`src/rtl/iserdes_align_ctrl.sv`:
```
// Word-alignment training controller for one ISERDESE2 lane: resets the deserialiser,
// then bitslips until the parallel word matches TRAIN_PATTERN for MATCH_COUNT cycles.
module iserdes_align_ctrl #(
    parameter int                    DATA_WIDTH        = 8,
    parameter logic [DATA_WIDTH-1:0] TRAIN_PATTERN     = 8'hB4,
    parameter int                    SERDES_RST_CYCLES = 4,
    parameter int                    SETTLE_CYCLES     = 4,
    parameter int                    MATCH_COUNT       = 16,
    parameter int                    MAX_SLIPS         = 16
) (
    input  logic                               clk_div,
    input  logic                               RST,
    input  logic                               start_i,
    input  logic [DATA_WIDTH-1:0]              q_word_i,
    output logic                               iserdes_rst_o,
    output logic                               bitslip_o,
    output logic                               busy_o,
    output logic                               aligned_o,
    output logic                               fail_o,
    output logic [$clog2(MAX_SLIPS+1)-1:0]     slip_count_o
);

    localparam int SCW     = $clog2(MAX_SLIPS + 1);
    localparam int MCW     = $clog2(MATCH_COUNT + 1);
    localparam int TMR_LIM = (SERDES_RST_CYCLES > SETTLE_CYCLES) ? SERDES_RST_CYCLES : SETTLE_CYCLES;
    localparam int TCW     = $clog2(TMR_LIM + 1);

    localparam logic [TCW-1:0] RST_LAST    = TCW'(SERDES_RST_CYCLES - 1);
    localparam logic [TCW-1:0] SETTLE_LAST = TCW'(SETTLE_CYCLES - 1);
    localparam logic [MCW-1:0] MATCH_LAST  = MCW'(MATCH_COUNT - 1);
    localparam logic [MCW-1:0] MATCH_FULL  = MCW'(MATCH_COUNT);
    localparam logic [SCW-1:0] SLIP_LIMIT  = SCW'(MAX_SLIPS);

    typedef enum logic [2:0] {
        ST_IDLE,
        ST_SRST,
        ST_SETTLE,
        ST_CHECK,
        ST_SLIP,
        ST_LOCKED,
        ST_FAIL
    } state_t;

    state_t         state_reg;
    logic [TCW-1:0] timer_reg;
    logic [MCW-1:0] match_reg;
    logic [SCW-1:0] slip_reg;
    logic           iserdes_rst_reg;
    logic           bitslip_reg;
    logic           busy_reg;
    logic           aligned_reg;
    logic           fail_reg;

    // Reset is asynchronous so the PHY is held in reset and BITSLIP released the instant RST rises.
    always_ff @(posedge clk_div or posedge RST) begin
        if (RST) begin
            state_reg       <= ST_IDLE;
            timer_reg       <= '0;
            match_reg       <= '0;
            slip_reg        <= '0;
            iserdes_rst_reg <= 1'b1;
            bitslip_reg     <= 1'b0;
            busy_reg        <= 1'b0;
            aligned_reg     <= 1'b0;
            fail_reg        <= 1'b0;
        end else if (start_i) begin
            state_reg       <= ST_SRST;
            timer_reg       <= '0;
            match_reg       <= '0;
            slip_reg        <= '0;
            iserdes_rst_reg <= 1'b1;
            bitslip_reg     <= 1'b0;
            busy_reg        <= 1'b1;
            aligned_reg     <= 1'b0;
            fail_reg        <= 1'b0;
        end else begin
            bitslip_reg <= 1'b0;
            case (state_reg)
                ST_IDLE: begin
                    iserdes_rst_reg <= 1'b0;
                end
                ST_SRST: begin
                    if (timer_reg == RST_LAST) begin
                        state_reg       <= ST_SETTLE;
                        timer_reg       <= '0;
                        iserdes_rst_reg <= 1'b0;
                    end else begin
                        timer_reg <= timer_reg + 1'b1;
                    end
                end
                ST_SETTLE: begin
                    if (timer_reg == SETTLE_LAST) begin
                        state_reg <= ST_CHECK;
                        timer_reg <= '0;
                        match_reg <= '0;
                    end else begin
                        timer_reg <= timer_reg + 1'b1;
                    end
                end
                ST_CHECK: begin
                    if (q_word_i == TRAIN_PATTERN) begin
                        if (match_reg == MATCH_LAST) begin
                            state_reg   <= ST_LOCKED;
                            match_reg   <= MATCH_FULL;
                            aligned_reg <= 1'b1;
                            busy_reg    <= 1'b0;
                        end else begin
                            match_reg <= match_reg + 1'b1;
                        end
                    end else if (slip_reg < SLIP_LIMIT) begin
                        // Any mismatch throws away the partial run; a fresh window follows the slip.
                        state_reg   <= ST_SLIP;
                        match_reg   <= '0;
                        slip_reg    <= slip_reg + 1'b1;
                        bitslip_reg <= 1'b1;
                    end else begin
                        state_reg <= ST_FAIL;
                        match_reg <= '0;
                        fail_reg  <= 1'b1;
                        busy_reg  <= 1'b0;
                    end
                end
                ST_SLIP: begin
                    state_reg <= ST_SETTLE;
                    timer_reg <= '0;
                end
                ST_LOCKED, ST_FAIL: begin
                    state_reg <= state_reg;
                end
                default: begin
                    state_reg       <= ST_IDLE;
                    iserdes_rst_reg <= 1'b0;
                    busy_reg        <= 1'b0;
                end
            endcase
        end
    end

    assign iserdes_rst_o = iserdes_rst_reg;
    assign bitslip_o     = bitslip_reg;
    assign busy_o        = busy_reg;
    assign aligned_o     = aligned_reg;
    assign fail_o        = fail_reg;
    assign slip_count_o  = slip_reg;

endmodule

```
`config.mk`:
```
export PLATFORM = sky130hd
export DESIGN_NAME = iserdes_align_ctrl
export DESIGN_NICKNAME = d
export VERILOG_FILES = /design/src/rtl/iserdes_align_ctrl.sv
export SDC_FILE = /design/constraint.sdc
export NUM_CORES = 1
export LEC_CHECK = 0
export ABC_AREA = 1
export CORE_ASPECT_RATIO = 1.25
export CORE_MARGIN = 3
export CORE_UTILIZATION = 52
export DETAILED_ROUTE_END_ITERATION = 6
export GPL_TIMING_DRIVEN = 0
export PLACE_DENSITY = 0.86
export SLEW_MARGIN = 10
export SYNTH_ARGS = -nofsm -noshare
export SYNTH_HDL_FRONTEND = slang
export SYNTH_SLANG_ARGS = --single-unit
```
`constraint.sdc`:
```
create_clock -name clk_div -period 1.77 [get_ports clk_div]
set_input_delay 0.177 -clock clk_div [delete_from_list [all_inputs] [get_ports clk_div]]
set_output_delay 0.177 -clock clk_div [all_outputs]
set_load 0.005 [all_outputs]
```
# After elaboration in Yosys (flattened, before gate mapping)
# Index checks and enable logic that the tools add are counted.
[totals]
input_bits = 11
regBits = 21
[classes]
n_reduce_logical = 18
n_addsub = 3
n_eq_ne = 18
mux = 39
n_lt_le_gt_ge = 1
[op_table]
columns = ["op", "n"]
rows = [
  ["$mux 5", 8],
  ["$mux 3", 7],
  ["$mux 1", 18],
  ["$pmux 3 s5", 1],
  ["$reduce_and 3->1", 4],
  ["$add 5x1->5 const B", 2],
  ["$pmux 5 s2", 1],
  ["$eq 3x2->1 const B", 3],
  ["$eq 3x3->1 const B", 3],
  ["$eq 8x8->1 const B", 1],
  ["$ne 4x4->1 const B", 2],
  ["$reduce_bool 2->1", 4],
  ["$ne 2x1->1 const B", 3],
  ["$ne 3x3->1 const B", 2],
  ["$pmux 3 s2", 1],
  ["$reduce_bool 3->1", 2],
  ["$reduce_or 6->1", 1],
  ["$eq 5x4->1 const B", 1],
  ["$lt 5x5->1 const B", 1],
  ["$reduce_or 5->1", 1],
  ["$ne 2x2->1 const B", 2],
  ["$pmux 1 s2", 2],
  ["$reduce_and 2->1", 2],
  ["$reduce_and 4->1", 1],
  ["other kinds (6)", 6],
]

# Logic depth before layout (Yosys ltp)
[logic_depth]
depth_word = 5
ltp_mapped = 10

# Least setup slack after synthesis
# OpenSTA, ideal clock, no wires.
[synth_path]
path_kind = "register to register"
start = "reg match_reg[0]"
end = "reg state_reg[1]"
arrival_time_ps = 1335
setup_slack_ps = 319
period_less_slack_ps = 1451
path_stages_with_launch = 11
required_ps = 1653
setup_time_ps = 117
path_buffers = 0
path_cell_list = "dfrtp_1 ha_1 nand2_1 nor2_1 ha_1 nor2_1 inv_1 nor2_2 nor2_1 nand2_1 nand2_1"
[synth_via]
elab_chain_len = 3
[synth_lines]
columns = ["element", "line_no", "source"]
rows = [
  ["start, declared", "46", "logic [MCW-1:0] match_reg;"],
  ["start signal, assigned", "108", "match_reg <= match_reg + 1'b1;"],
  ["$eq 5x4->1", "102", "if (match_reg == MATCH_LAST) begin"],
  ["$ne 4x4->1 (no source line)", "--", ""],
  ["$reduce_and 4->1 (no source line)", "--", ""],
  ["end signal, assigned", "128", "state_reg <= state_reg;"],
  ["end, declared", "44", "state_t state_reg;"],
]
# No other way between the ends.
# A chain may end at the register's enable or synchronous reset.

# Worst setup path in the final report
# Same ends and word-level chain as after synthesis.

==> metrics.md <==
| Metric | Value |
|---|---|
| Fin. Hold Viols | `0` |
| CTS Buffer Depth | `2` |
| Yosys warnings | `0` |
| DIE WIDTH | `49.7 um` |
| Area grow syn2layout | `22.5%` |
| Final Setup Violations | `0` |
| H-tree depth | `1` |
| Area of the multi-input gates | `614 sq um` |
| Outcome | `completed` |
| Setup_tns | `0 ps` |
| First-pass GRT wire length | `4570 um` |
| Max-cap violations | `0` |
| Min-delay worst type | `input port to asynchronous set/reset pin` |
| Core Box Area | `2230 sq um` |
| Yosys reg bits | `21` |
| CP Max Fanout | `4` |
| Diodes inserted | `0` |
| RSZ-0062 raised after global routing | `no` |
| Antenna violations before repair | `0` |
| Worst path arrival time | `1810 ps` |
| Util after Layout | `0.680` |
| CTS Buf Count | `3` |
| Syn nets | `180` |
| Starting Density | `0.555` |
| Vias in the first global route | `1090` |
| Total grt overflow | `0` |
| Count of input and output buffers | `20` |
| FF/Latch Area | `527 sq um` |
| Sequential fraction of the synthesis area | `0.424` |
| Remaining antenna violation count | `0` |
| Drt pass-1 iters | `4` |
| Overall Global Routing Usage | `0.199` |
| Slew Limit Fails | `0` |
| Die area | `3010 sq um` |
| Pin count of the biggest net entering global routing | `22` |
| Worst vdd ir | `0.000834 V` |
| Dpl cell area | `1480 sq um` |
| Mapped Cells | `165` |
| DP Wirelength | `2030 um` |
| WHS | `292 ps` |
| Vias per cell | `5.03` |
| Routed len/inst | `11.8 um` |
| Top achievable clock speed | `0.625 GHz` |
| Distinct cells, synth | `28` |
| Post-Syn Area | `1240 sq um` |
| Static Leakage | `0.748 nW` |
| Remaining DRCs | `0` |
| Post-synth top area share | `0.403` |
| Worst setup EP type | `flop` |
| Fill cell count | `192` |
| NumNets Final | `206` |
| Final worst-path cycle share | `0.905` |
| Setup ws final | `169 ps` |
| WP data required | `1980 ps` |
| # rows | `19` |
| Detailed Route WL | `2610 um` |
| Crit Path Category | `flop to flop` |
| CTS tree | `done` |
| Sink Count | `21` |
| Syn Area/Cell | `7.52 sq um` |
| CTS root buf | `clkbuf_4` |
| Vias | `1111` |
| Final min period | `1600 ps` |
| Die Ht | `60.6 um` |
| Layout Skew | `2.72 ps` |
| Hold-fix buffers at CTS | `0` |
| CTS clock-pin slew for the worst setup and hold paths | `120 ps` |
| Initial drt markers | `49` |
| Worst slack, placed | `148 ps` |
| Gpl congestion | `0.880` |
| Area contributors post-synth | `dfrtp_1 (40%), nand2_1 (13%), nand3_1 (6.0%)` |
| Layout cells sized above 1 | `0.137` |
| Post-route cell area | `1520 sq um` |
| Slew HR | `0.477` |
| Worst Setup Start Kind | `flop` |
| Skew-Pair Late Insertion Delay | `310 ps` |
| Cell Pwr Density | `956 nW/um^2` |
| Measured slew at the worst slew-check pin | `783 ps` |
| IO Pins | `21` |
| Yosys top cell by area | `dfrtp_1` |
[final timing paths]
check / from / to / slack (ps) / cells past startpoint
min in group clk_div: timer_reg[0]$_DFFE_PP0P_ / timer_reg[0]$_DFFE_PP0P_ / 490 / 1
min reg2reg: timer_reg[0]$_DFFE_PP0P_ / timer_reg[0]$_DFFE_PP0P_ / 490 / 1
max: match_reg[0]$_DFFE_PP0P_ / state_reg[1]$_DFFE_PP0P_ / 170 / 10
max in group asynchronous: RST / timer_reg[1]$_DFFE_PP0P_ / 990 / 2
min: RST / match_reg[2]$_DFFE_PP0P_ / 290 / 2
max reg2reg: match_reg[0]$_DFFE_PP0P_ / state_reg[1]$_DFFE_PP0P_ / 170 / 10
[placed cells by master, fill, tap and decap left out]
cell / Yosys / routed
a21oi_1: 5 / 5
xor2_1: 4 / 4
clkbuf_1: 1 / 1
o22ai_1: 1 / 1
dfstp_2: 1 / 1
nor2_2: 2 / 1
nand2_4: 2 / 2
nand2_1: 44 / 44
ha_1: 4 / 4
clkdlybuf4s50_1: 0 / 20
nor3_2: 1 / 1
nand3_1: 15 / 15
nor2_1: 19 / 19
nor2_4: 2 / 3
nand4_1: 1 / 1
clkinv_2: 0 / 1
o21ai_1: 5 / 5
clkbuf_4: 0 / 3
nor3b_1: 1 / 1
or2_2: 1 / 1
a31oi_1: 1 / 1
nand2_2: 3 / 3
dfrtp_1: 20 / 20
inv_2: 6 / 6
nand3_2: 1 / 1
o21ai_0: 2 / 2
inv_1: 19 / 19
nand3b_1: 1 / 1
a211oi_1: 1 / 1
a21oi_2: 1 / 1
buf_4: 1 / 2
[routing by layer]
layer,GRT usage,vias to the layer above,wire [um],share of wire
met4,0.130,0,101,0.039
li1,-,568,-,-
met1,0.226,496,1090,0.42
met2,0.346,36,1300,0.50
met5,0,-,0,0
met3,0.0369,11,118,0.045
[Yosys cell counts, drive strengths merged]
master	count
o22ai	1
nand2	49
nor2	23
nor3b	1
nand4	1
or2	1
xor2	4
nand3	16
a31oi	1
a211oi	1
inv	25
dfrtp	20
buf	1
ha	4
a21oi	6
nor3	1
nand3b	1
o21ai	7
dfstp	1
clkbuf	1
[per-stage QoR]
stage	total power (W)	cells
after CTS	0.00145	220
after global routing	0.00156	221
after floorplan	0.00104	165
after global placement	0.00119	216
after detailed placement	0.00122	216
final	0.00145	221
[repair_timing]
action / in CTS / in global routing
gates resized for setup: 0 / 1
buffers inserted: 0 / 1
endpoints found under the setup margin: 0 / 1
[worst max-delay path, stage by stage, from the launching register on]
cell     delay (ps)
dfrtp_1         420
ha_1            220
nand2_1          90
nor2_1           40
ha_1            220
nor2_1          140
inv_1            90
nor2_4          120
nor2_1           60
nand2_1          50
nand2_1          50
[cell type report]
class | count | area share
plain buffers | 2 | 0.00741
multi-input cells | 117 | 0.404
clock buffers | 3 | 0.0148
well taps | 31 | 0.0255
clock inverters | 1 | 0.00329
repair buffers | 21 | 0.137
flip-flops and latches | 21 | 0.347
inverters | 25 | 0.0617
[power breakdown]
group	switching, W	total [W]	internal [W]	leakage, nW
clock	0.000150	0.000235	0.0000846	0.0177
sequential	0.0000570	0.000613	0.000556	0.280
combinational	0.000367	0.000606	0.000238	0.450
total	0.000575	0.00145	0.000879	0.748
[kinds of logic after synthesis]
kind of cell	after synthesis	share of synthesized area
XOR/XNOR	4	0.0282
buffers and inverters	27	0.0847
AO/OA/AOI/OAI	16	0.0716
adder cells (fa/ha/maj)	4	0.0403
flip-flops	21	0.424
AND/OR/NAND/NOR	93	0.351
(Power assumes the default switching activity.)
